### src/rtl/sync_fifo_pkg.sv
// Shared definitions for the FIFO word packer: default widths and FSM state encoding.
package sync_fifo_pkg;

    localparam int DEFAULT_DATA_WIDTH = 8;
    localparam int DEFAULT_PACK       = 4;

    // Packer control states.
    typedef enum logic [1:0] {
        ST_FILL       = 2'd0,
        ST_HOLD       = 2'd1,
        ST_FLUSH_WAIT = 2'd2
    } pack_state_e;

endpackage

### src/rtl/pack_out_reg.sv
// Output register for the packed word: loads when empty or being drained,
// holds data/keep stable while the downstream stalls.
module pack_out_reg
    import sync_fifo_pkg::*;
#(
    parameter int DATA_WIDTH = DEFAULT_DATA_WIDTH,
    parameter int PACK       = DEFAULT_PACK
) (
    input  logic                       clk,
    input  logic                       reset_n,
    input  logic                       load_i,
    input  logic [DATA_WIDTH*PACK-1:0] data_i,
    input  logic [PACK-1:0]            keep_i,
    input  logic                       m_ready_i,
    output logic                       can_load_o,
    output logic                       m_valid_o,
    output logic [DATA_WIDTH*PACK-1:0] m_data_o,
    output logic [PACK-1:0]            m_keep_o
);

    logic                       valid_q, valid_d;
    logic [DATA_WIDTH*PACK-1:0] data_q,  data_d;
    logic [PACK-1:0]            keep_q,  keep_d;

    // The register may take a new word when it is empty or its word leaves this cycle.
    assign can_load_o = !valid_q || m_ready_i;

    // Next-state: load a new word, drop valid after a handshake, otherwise hold.
    always_comb begin
        // NOTE: every variable gets its default first so no path leaves it unassigned (no latch).
        valid_d = valid_q;
        data_d  = data_q;
        keep_d  = keep_q;
        if (load_i && can_load_o) begin
            valid_d = 1'b1;
            data_d  = data_i;
            keep_d  = keep_i;
        end else if (m_ready_i) begin
            valid_d = 1'b0;
        end
    end

    // State register.
    always_ff @(posedge clk or negedge reset_n) begin
        if (!reset_n) begin
            // NOTE: the wide data register is reset too, because m_data must read zero during reset.
            valid_q <= 1'b0;
            data_q  <= '0;
            keep_q  <= '0;
        end else begin
            // NOTE: non-blocking assignments so all flops update from pre-edge values.
            valid_q <= valid_d;
            data_q  <= data_d;
            keep_q  <= keep_d;
        end
    end

    assign m_valid_o = valid_q;
    assign m_data_o  = data_q;
    assign m_keep_o  = keep_q;

endmodule

### src/rtl/fifo_word_packer.sv
// Reads bytes from an upstream sync FIFO, packs PACK of them (lane 0 first)
// into one word, and hands full or flushed partial words to pack_out_reg.
module fifo_word_packer
    import sync_fifo_pkg::*;
#(
    parameter int DATA_WIDTH = DEFAULT_DATA_WIDTH,
    parameter int PACK       = DEFAULT_PACK
) (
    input  logic                       clk,
    input  logic                       reset_n,
    input  logic                       fifo_empty,
    output logic                       fifo_rd_en,
    input  logic [DATA_WIDTH-1:0]      fifo_dout,
    input  logic                       flush,
    output logic                       m_valid,
    input  logic                       m_ready,
    output logic [DATA_WIDTH*PACK-1:0] m_data,
    output logic [PACK-1:0]            m_keep,
    output logic                       busy
);

    localparam int              CNT_W    = $clog2(PACK + 1);
    localparam logic [CNT_W:0]  PACK_LVL = (CNT_W + 1)'(PACK);
    localparam logic [CNT_W-1:0] PACK_CNT = CNT_W'(PACK);

    pack_state_e                state_q, state_d;
    logic [DATA_WIDTH*PACK-1:0] acc_q, acc_d;
    logic [CNT_W-1:0]           acc_cnt_q, acc_cnt_d;
    logic                       inflight_q, inflight_d;
    logic                       flush_pend_q, flush_pend_d;
    logic                       rd_ok_q;

    logic [CNT_W:0]   fill_lvl;
    logic [CNT_W-1:0] wr_lane;
    logic [PACK-1:0]  keep_mask;
    logic             can_load;
    logic             transfer;
    logic             flush_take;
    logic             rd_en;

    // Bytes committed to the current word: landed plus the one still in flight.
    assign fill_lvl   = {1'b0, acc_cnt_q} + {{CNT_W{1'b0}}, inflight_q};
    assign transfer   = (state_q == ST_HOLD) && can_load;
    assign flush_take = flush && (state_q == ST_FILL) && (fill_lvl != '0);

    // Reads are gated by reset and by a flop that only opens on the first edge after release.
    assign rd_en = reset_n && rd_ok_q && !fifo_empty && !flush_pend_q && !flush_take &&
                   ((fill_lvl < PACK_LVL) || transfer);
    assign fifo_rd_en = rd_en;

    // A landing byte goes to lane 0 when the word leaves in the same cycle.
    assign wr_lane = transfer ? '0 : acc_cnt_q;

    // Keep mask: the low acc_cnt lanes, which is all ones for a full word.
    always_comb begin
        keep_mask = '0;
        for (int i = 0; i < PACK; i++) begin
            keep_mask[i] = (CNT_W'(i) < acc_cnt_q);
        end
    end

    // Next-state for the accumulator, counters, flush flag and FSM.
    always_comb begin
        state_d      = state_q;
        acc_d        = acc_q;
        acc_cnt_d    = acc_cnt_q;
        inflight_d   = rd_en;
        flush_pend_d = flush_pend_q;

        if (transfer) begin
            acc_d        = '0;
            acc_cnt_d    = '0;
            flush_pend_d = 1'b0;
            state_d      = ST_FILL;
        end

        if (inflight_q) begin
            for (int i = 0; i < PACK; i++) begin
                if (wr_lane == CNT_W'(i)) begin
                    acc_d[i*DATA_WIDTH +: DATA_WIDTH] = fifo_dout;
                end
            end
            acc_cnt_d = wr_lane + CNT_W'(1);
        end

        if (flush_take) begin
            flush_pend_d = 1'b1;
        end

        case (state_q)
            ST_FILL: begin
                if (acc_cnt_d == PACK_CNT) begin
                    state_d = ST_HOLD;
                end else if (flush_take) begin
                    state_d = ST_FLUSH_WAIT;
                end
            end
            ST_FLUSH_WAIT: begin
                if (!inflight_q) begin
                    state_d = ST_HOLD;
                end
            end
            ST_HOLD: begin
            end
            default: state_d = ST_FILL;
        endcase
    end

    // FSM state register.
    always_ff @(posedge clk or negedge reset_n) begin
        if (!reset_n) begin
            state_q <= ST_FILL;
        end else begin
            state_q <= state_d;
        end
    end

    // Accumulator, counters, flush flag and read-enable gate.
    always_ff @(posedge clk or negedge reset_n) begin
        if (!reset_n) begin
            acc_q        <= '0;
            acc_cnt_q    <= '0;
            inflight_q   <= 1'b0;
            flush_pend_q <= 1'b0;
            rd_ok_q      <= 1'b0;
        end else begin
            acc_q        <= acc_d;
            acc_cnt_q    <= acc_cnt_d;
            inflight_q   <= inflight_d;
            flush_pend_q <= flush_pend_d;
            rd_ok_q      <= 1'b1;
        end
    end

    pack_out_reg #(
        .DATA_WIDTH (DATA_WIDTH),
        .PACK       (PACK)
    ) u_out_reg (
        .clk        (clk),
        .reset_n    (reset_n),
        .load_i     (transfer),
        .data_i     (acc_q),
        .keep_i     (keep_mask),
        .m_ready_i  (m_ready),
        .can_load_o (can_load),
        .m_valid_o  (m_valid),
        .m_data_o   (m_data),
        .m_keep_o   (m_keep)
    );

    assign busy = inflight_q || (acc_cnt_q != '0) || m_valid;

endmodule

### config.mk
export PLATFORM = sky130hd
export DESIGN_NAME = fifo_word_packer
export DESIGN_NICKNAME = d
export VERILOG_FILES = /design/src/rtl/sync_fifo_pkg.sv /design/src/rtl/pack_out_reg.sv /design/src/rtl/fifo_word_packer.sv
export SDC_FILE = /design/constraint.sdc
export NUM_CORES = 1
export LEC_CHECK = 0
export ABC_AREA = 1
export BUFFER_PORTS_ARGS = -buffer_cell sky130_fd_sc_hd__buf_2
export CORE_MARGIN = 2
export CORE_UTILIZATION = 56
export DETAILED_ROUTE_END_ITERATION = 10
export GPL_ROUTABILITY_DRIVEN = 0
export PLACE_DENSITY = 0.87
export RECOVER_POWER = 100
export SLEW_MARGIN = 20
export SYNTH_ARGS = -nofsm -noshare
export SYNTH_HDL_FRONTEND = slang
export SYNTH_SLANG_ARGS = --single-unit
### constraint.sdc
create_clock -name clk -period 2.2 [get_ports clk]
set_clock_uncertainty 0.15 [all_clocks]
set_input_delay 0.44 -clock clk [delete_from_list [all_inputs] [get_ports clk]]
set_output_delay 0.44 -clock clk [all_outputs]
set_load 0.02 [all_outputs]
Word level (Yosys, flattened, before mapping)
Index checks and enable logic that the tools add are counted.
- equality and inequality tests: 6
- reduce and logical (&&, ||, !) cells: 23
- $add $sub $neg: 2
- muxes and demuxes: 17
- $lt $le $gt $ge: 5
- operators by type and width (kind ; number):
    2-to-1 mux 32 bit ; 2
    2-to-1 mux 8 bit ; 4
    logical AND 1 bit ; 9
    2-to-1 mux 2 bit ; 4
    equality test 3 x 2 -> 1 bit (second input constant) ; 2
    less-than comparator 1 x 3 -> 1 bit (first input constant) ; 2
    less-than comparator 2 x 3 -> 1 bit (first input constant) ; 2
    2-to-1 mux 3 bit ; 2
    one-hot mux 2 bit (3 select lines) ; 1
    adder 3 x 1 -> 4 bit ; 1
    logical NOT 1 bit ; 4
    logical OR 1 bit ; 4
    less-than comparator 4 x 3 -> 1 bit (second input constant) ; 1
    2-to-1 mux 1 bit ; 4
    nonzero test 2 bit ; 2
    nonzero test 4 bit ; 1
    adder 3 x 1 -> 3 bit (second input constant) ; 1
    equality test 3 x 1 -> 1 bit (second input constant) ; 1
    equality test 3 bit (second input constant) ; 1
    logical NOT 3 bit ; 1
    nonzero test 3 bit ; 1
    equality test 2 x 1 -> 1 bit (second input constant) ; 1
    equality test 2 bit (second input constant) ; 1
    logical NOT 2 bit ; 1
- register bits after elaboration: 77
- input port bits: 13
- output and inout bits: 39

Logic depth before layout (Yosys ltp)
- word-level depth: 9
- mapped depth: 11

Cells and area by module
Synthesis repeated with hierarchy kept, for this count alone.
- cell total of the unflattened synthesis: 353
- area, all modules: 3512.1 um^2
- by module, submodules not included (module ; area an instance (um^2) ; cells each ; sequential area each (um^2) ; instances):
    fifo_word_packer ; 1899.3 ; 193 ; 1001.0 ; 1
    pack_out_reg ; 1612.8 ; 160 ; 925.9 ; 1

Worst setup path before layout
Ideal clock, no wire load.
- kind: register -> output
- start: register acc_cnt_q[0]
- end: output fifo_rd_en
- path slack: -0.062 ns
- arrival: 1.672 ns
- buffers on the path: 0
- stages on the path, launching flop included: 6
- path through: dfrtp_1 -> ha_1 -> ha_1 -> o21ai_0 -> a21oi_1 -> nor3_1
- cells in the longest elaborated chain, start to end: 6
- elaborated cells on any way between the ends: 8
- classes of those cells: 1 x add/sub; 1 x order compare; 6 x reduce/logical
- RTL lines (what ; line ; RTL):
    start, declared ; fifo_word_packer.sv:28 ; logic [CNT_W-1:0] acc_cnt_q, acc_cnt_d;
    start signal, assigned ; fifo_word_packer.sv:128 ; acc_cnt_q <= acc_cnt_d;
    adder 3 x 1 -> 4 bit (*) ; fifo_word_packer.sv:42 ; assign fill_lvl = {1'b0, acc_cnt_q} + {{CNT_W{1'b0}}, inflight_q};
    branches (longest 4 deep; another with less-than comparator 4 x 3 -> 1 bit) ; -- ;
    logical AND 1 bit (*) ; fifo_word_packer.sv:47 ; assign rd_en = reset_n && rd_ok_q && !fifo_empty && !flush_pend_q && !flush_take &&
    end, declared ; fifo_word_packer.sv:12 ; output logic fifo_rd_en,
Mark *: on every way between the ends.

Worst setup path after layout
Same ends and word-level chain as after synthesis.

==> results <==
- At the end of the flow the core is filled with cells to 0.666.
- The checks that failed: capacitance limit, slew limit, setup timing.
- The proportion of netlist area held by the largest area contributor is 0.599.
- Across every metal layer, demand over resource in global routing totals 0.248.
- Entering global routing, the biggest net connects 78 pins.
- The dominant cell type by area after synthesis is dfrtp_1.
- The layout cell share with drive strength beyond 1 is 0.145.
- The kind of end point of the critical path is an output port.
- For the worst setup path, the data arrival time is 1.74 ns.
- The worst path setup slack after routing is -0.132 ns.
- The number of clock buffers added by TritonCTS is 9.
- The critical path start-end classification is flop to output port.
- In this design, the stage delay of the slowest critical-path cell is 0.37 ns.
- The first-pass GRT wire length is 11,600 um.
- Yosys mapped a number of flops with a built-in enable equal to 0.
- The wire length after detailed routing is 7030 um.
- During placement, the flow inserted port buffers numbering 51.
- For the worst-skew pair, the clock arrives at the later sink with an insertion delay of 0.36 ns.
- The total of endpoints with negative setup slack in the final report is 4.
- The pin slew with the least headroom to its limit is 1.62 ns.
- The number of slew-limit violations in the final report is 78.
- The number of clock sinks is 77.
- The signal on the critical path passes through ha_2, ha_4, nand3_2, o21ai_4, nor2_2, nor3_2, buf_4.
- Measured along the y axis, the die boundary spans 79.8 um.
- By count the netlist is led by 117 x nand2_1, 77 x dfrtp_1, 35 x nand3_1.
- The net count after synthesis is 350.
- In this run, the number of DRC markers left after iteration 0 of detailed routing was 239.
- Of the available clock period, the critical path in the final layout requires 1.06.
- The vias per cell is 5.40.
- Summed over all nets, the half-perimeter wirelength after detailed placement is 4260 um.
- The count of maximum capacitance violations is 1.
- The static power due to leakage is 1.91 nW.
- Of the synthesized area, sequential elements account for 0.599.
- The synthesized area is 3210 um2.
- The detailed-routing iteration count for the pre-antenna-repair pass is 6.
- The number of synthesized register bits is 77.
- The finished cells cover 3690 um2.
- The die is 79.8 um wide.
- The number of global-route vias before repair is 2,389.
- The die covers 6360 um2.
- The floorplan row count is 27.
- Of all nets on the critical path, the largest fanout is 2.
- The final hold violation count was 0.
- Dividing the detail-routed wire length by the instance count gives 15.1 um.
- After synthesis, the mean cell area works out to 9.65 um2.
- The count of antenna diodes in the layout is 0.
- Pin placement for this block handled 52 I/O pins.
- The post-synthesis async set-or-reset flop share is 1.00.
- The most instantiated flip-flop cell in the synthesis netlist is dfrtp_1.
- The synthesis-to-finish area growth is 14.9%.
- STA classifies the critical path startpoint as a flop.
- The number of buffers on the longest clock path is 2.
- The total global routing overflow is 0.
- After detailed placement, the total cell area comes to 3490 um2.
- The synthesized netlist contains 27 unique library cells.
- The TritonCTS clock tree is built.
- The initial utilization of the core area, before any placement, comes to 0.580.
- The required time reported for the critical path endpoint is 1.61 ns.
- Clock-pin slew was measured on the worst setup and hold paths at 0.07 ns.
- The number of nets in the finished design is 405.
- Timing would allow up to 429 MHz.
- The run finished, with violations left.
- Setup repair after global routing could not meet its margin everywhere.
- The count of hold-fix buffers inserted at cts is 0.
- The core region is 5540 um2.
- The maximum resistive drop on vdd is 0.000820 V.
- For this design the ratio of total power to cell area is 1290 nW/um2.
- The minimum clock period is 2.33 ns.
- Once detail routing completed, the nets flagged for antenna violations numbered 0.
- Synthesis produced a netlist whose cell count is 333.
- The routed layout has 2,509 vias.
- The tightest min-delay check is of the input port to flop type.
- The tightest slew margin relative to the limit is -0.0798.
- The initial antenna violation count is 0.
- The H-tree was split into 3 levels.
- For this design, the slowest cell found on the critical path is dfrtp_1.
- In the post-synthesis netlist, the biggest area contributors are dfrtp_1 60%, nand2_1 14%, nand3_1 5.4%.
- The final routed DRC violation total is 0.
- The tree is rooted in a clkbuf_8.
- The warning count from the yosys run is 0.
- The number of filler cells placed in the layout is 469.
- The most frequent cell after synthesis is nand2_1.
[through the flow]
stage                     power [W]  setup TNS [ns]  hold slack, ns  setup slack [ns]  cells
after detailed placement    0.00351               0           0.304            0.0721    446
after global routing        0.00504           -1.72           0.222            -0.194    465
after floorplan             0.00309               0        -0.00559             0.122    333
after global placement      0.00345               0           0.305             0.142    446
after CTS                   0.00486          -0.161           0.196            -0.101    465
final                       0.00477          -0.293           0.196            -0.132    465
[worst paths after layout]
path,startpoint,end,slack [ns],cells after the start
worst min-delay path,fifo_empty,inflight_q$_DFF_PN0_,0.20,4
worst min register to register,acc_q[3]$_DFF_PN0_,u_out_reg.m_data_o[3]$_DFFE_PN0P_,0.33,2
worst max register to register,state_q[0]$_DFF_PN0_,state_q[1]$_DFF_PN0_,-0.06,11
worst max-delay path,acc_cnt_q[0]$_DFF_PN0_,fifo_rd_en,-0.13,7
max in group asynchronous,reset_n,acc_q[31]$_DFF_PN0_,0.35,2
min in group asynchronous,reset_n,u_out_reg.m_keep_o[1]$_DFFE_PN0P_,0.59,2
[where the power goes]
part           internal [W]  switching [W]
Sequential          0.00180       0.000244
Combinational      0.000418       0.000999
Clock              0.000789       0.000520
Total               0.00300        0.00176
[area by class of cell]
class,count,area (um2),share of cell area
Clock buffer,11,141,0.0383
Clock inverter,5,108,0.0291
Inverter,19,71.3,0.0193
Multi-Input combinational cell,221,1080,0.294
Sequential cell,77,1930,0.522
Tap cell,72,90.1,0.0244
Timing Repair Buffer,60,270,0.0732
[kinds of logic after synthesis]
logic type	synth area share
buffers and inverters	0.0607
adders and majority gates	0.0156
other	0.00117
DFF	0.599
AOI/OAI and AO/OA	0.0712
and+or+nand+nor	0.252
[layer usage]
metal,wire [um],part of all wire,vias to the layer above,global-route usage
met1,3040,0.43,1203,0.329
li1,-,-,1183,-
met2,3370,0.48,99,0.383
met5,0,0,-,0
met3,421,0.060,24,0.0452
met4,200,0.028,0,0.147
[sequential cells by signal (all words and copies together) (netlist names)]
| signal | count |
|---|---|
| inflight_q | 1 |
| state_q | 2 |
| u_out_reg.m_valid_o | 1 |
| u_out_reg.m_data_o | 32 |
| acc_cnt_q | 3 |
| u_out_reg.m_keep_o | 4 |
| acc_q | 32 |
| rd_ok_q | 1 |
| flush_pend_q | 1 |
[worst max-delay path: cells and delay by family, from the launching register on]
family	cells	cell delay (ns)
fa+ha+maj	2	0.40
buf+inv	1	0.17
compound gates	1	0.10
simple gates	3	0.34
flops	1	0.37
[what timing repair did]
item                                    in CTS  in global routing
gates resized for setup                     10                  0
endpoints found under the setup margin       2                  2
pin swaps                                    6                  1
setup buffers                                3                  0
[layout by cell type (no fill, tap or decap), drive strengths merged]
master	instances
nor3	1
o21ai	36
nand2	121
a21oi	1
nor2	10
a31oi	1
nand4	2
buf	21
or2	2
clkbuf	50
inv	19
ha	4
clkinv	2
a21o	1
bufinv	3
nand3	41
conb	1
dfrtp	77
Note: power is estimated with default switching activity, not from simulation.
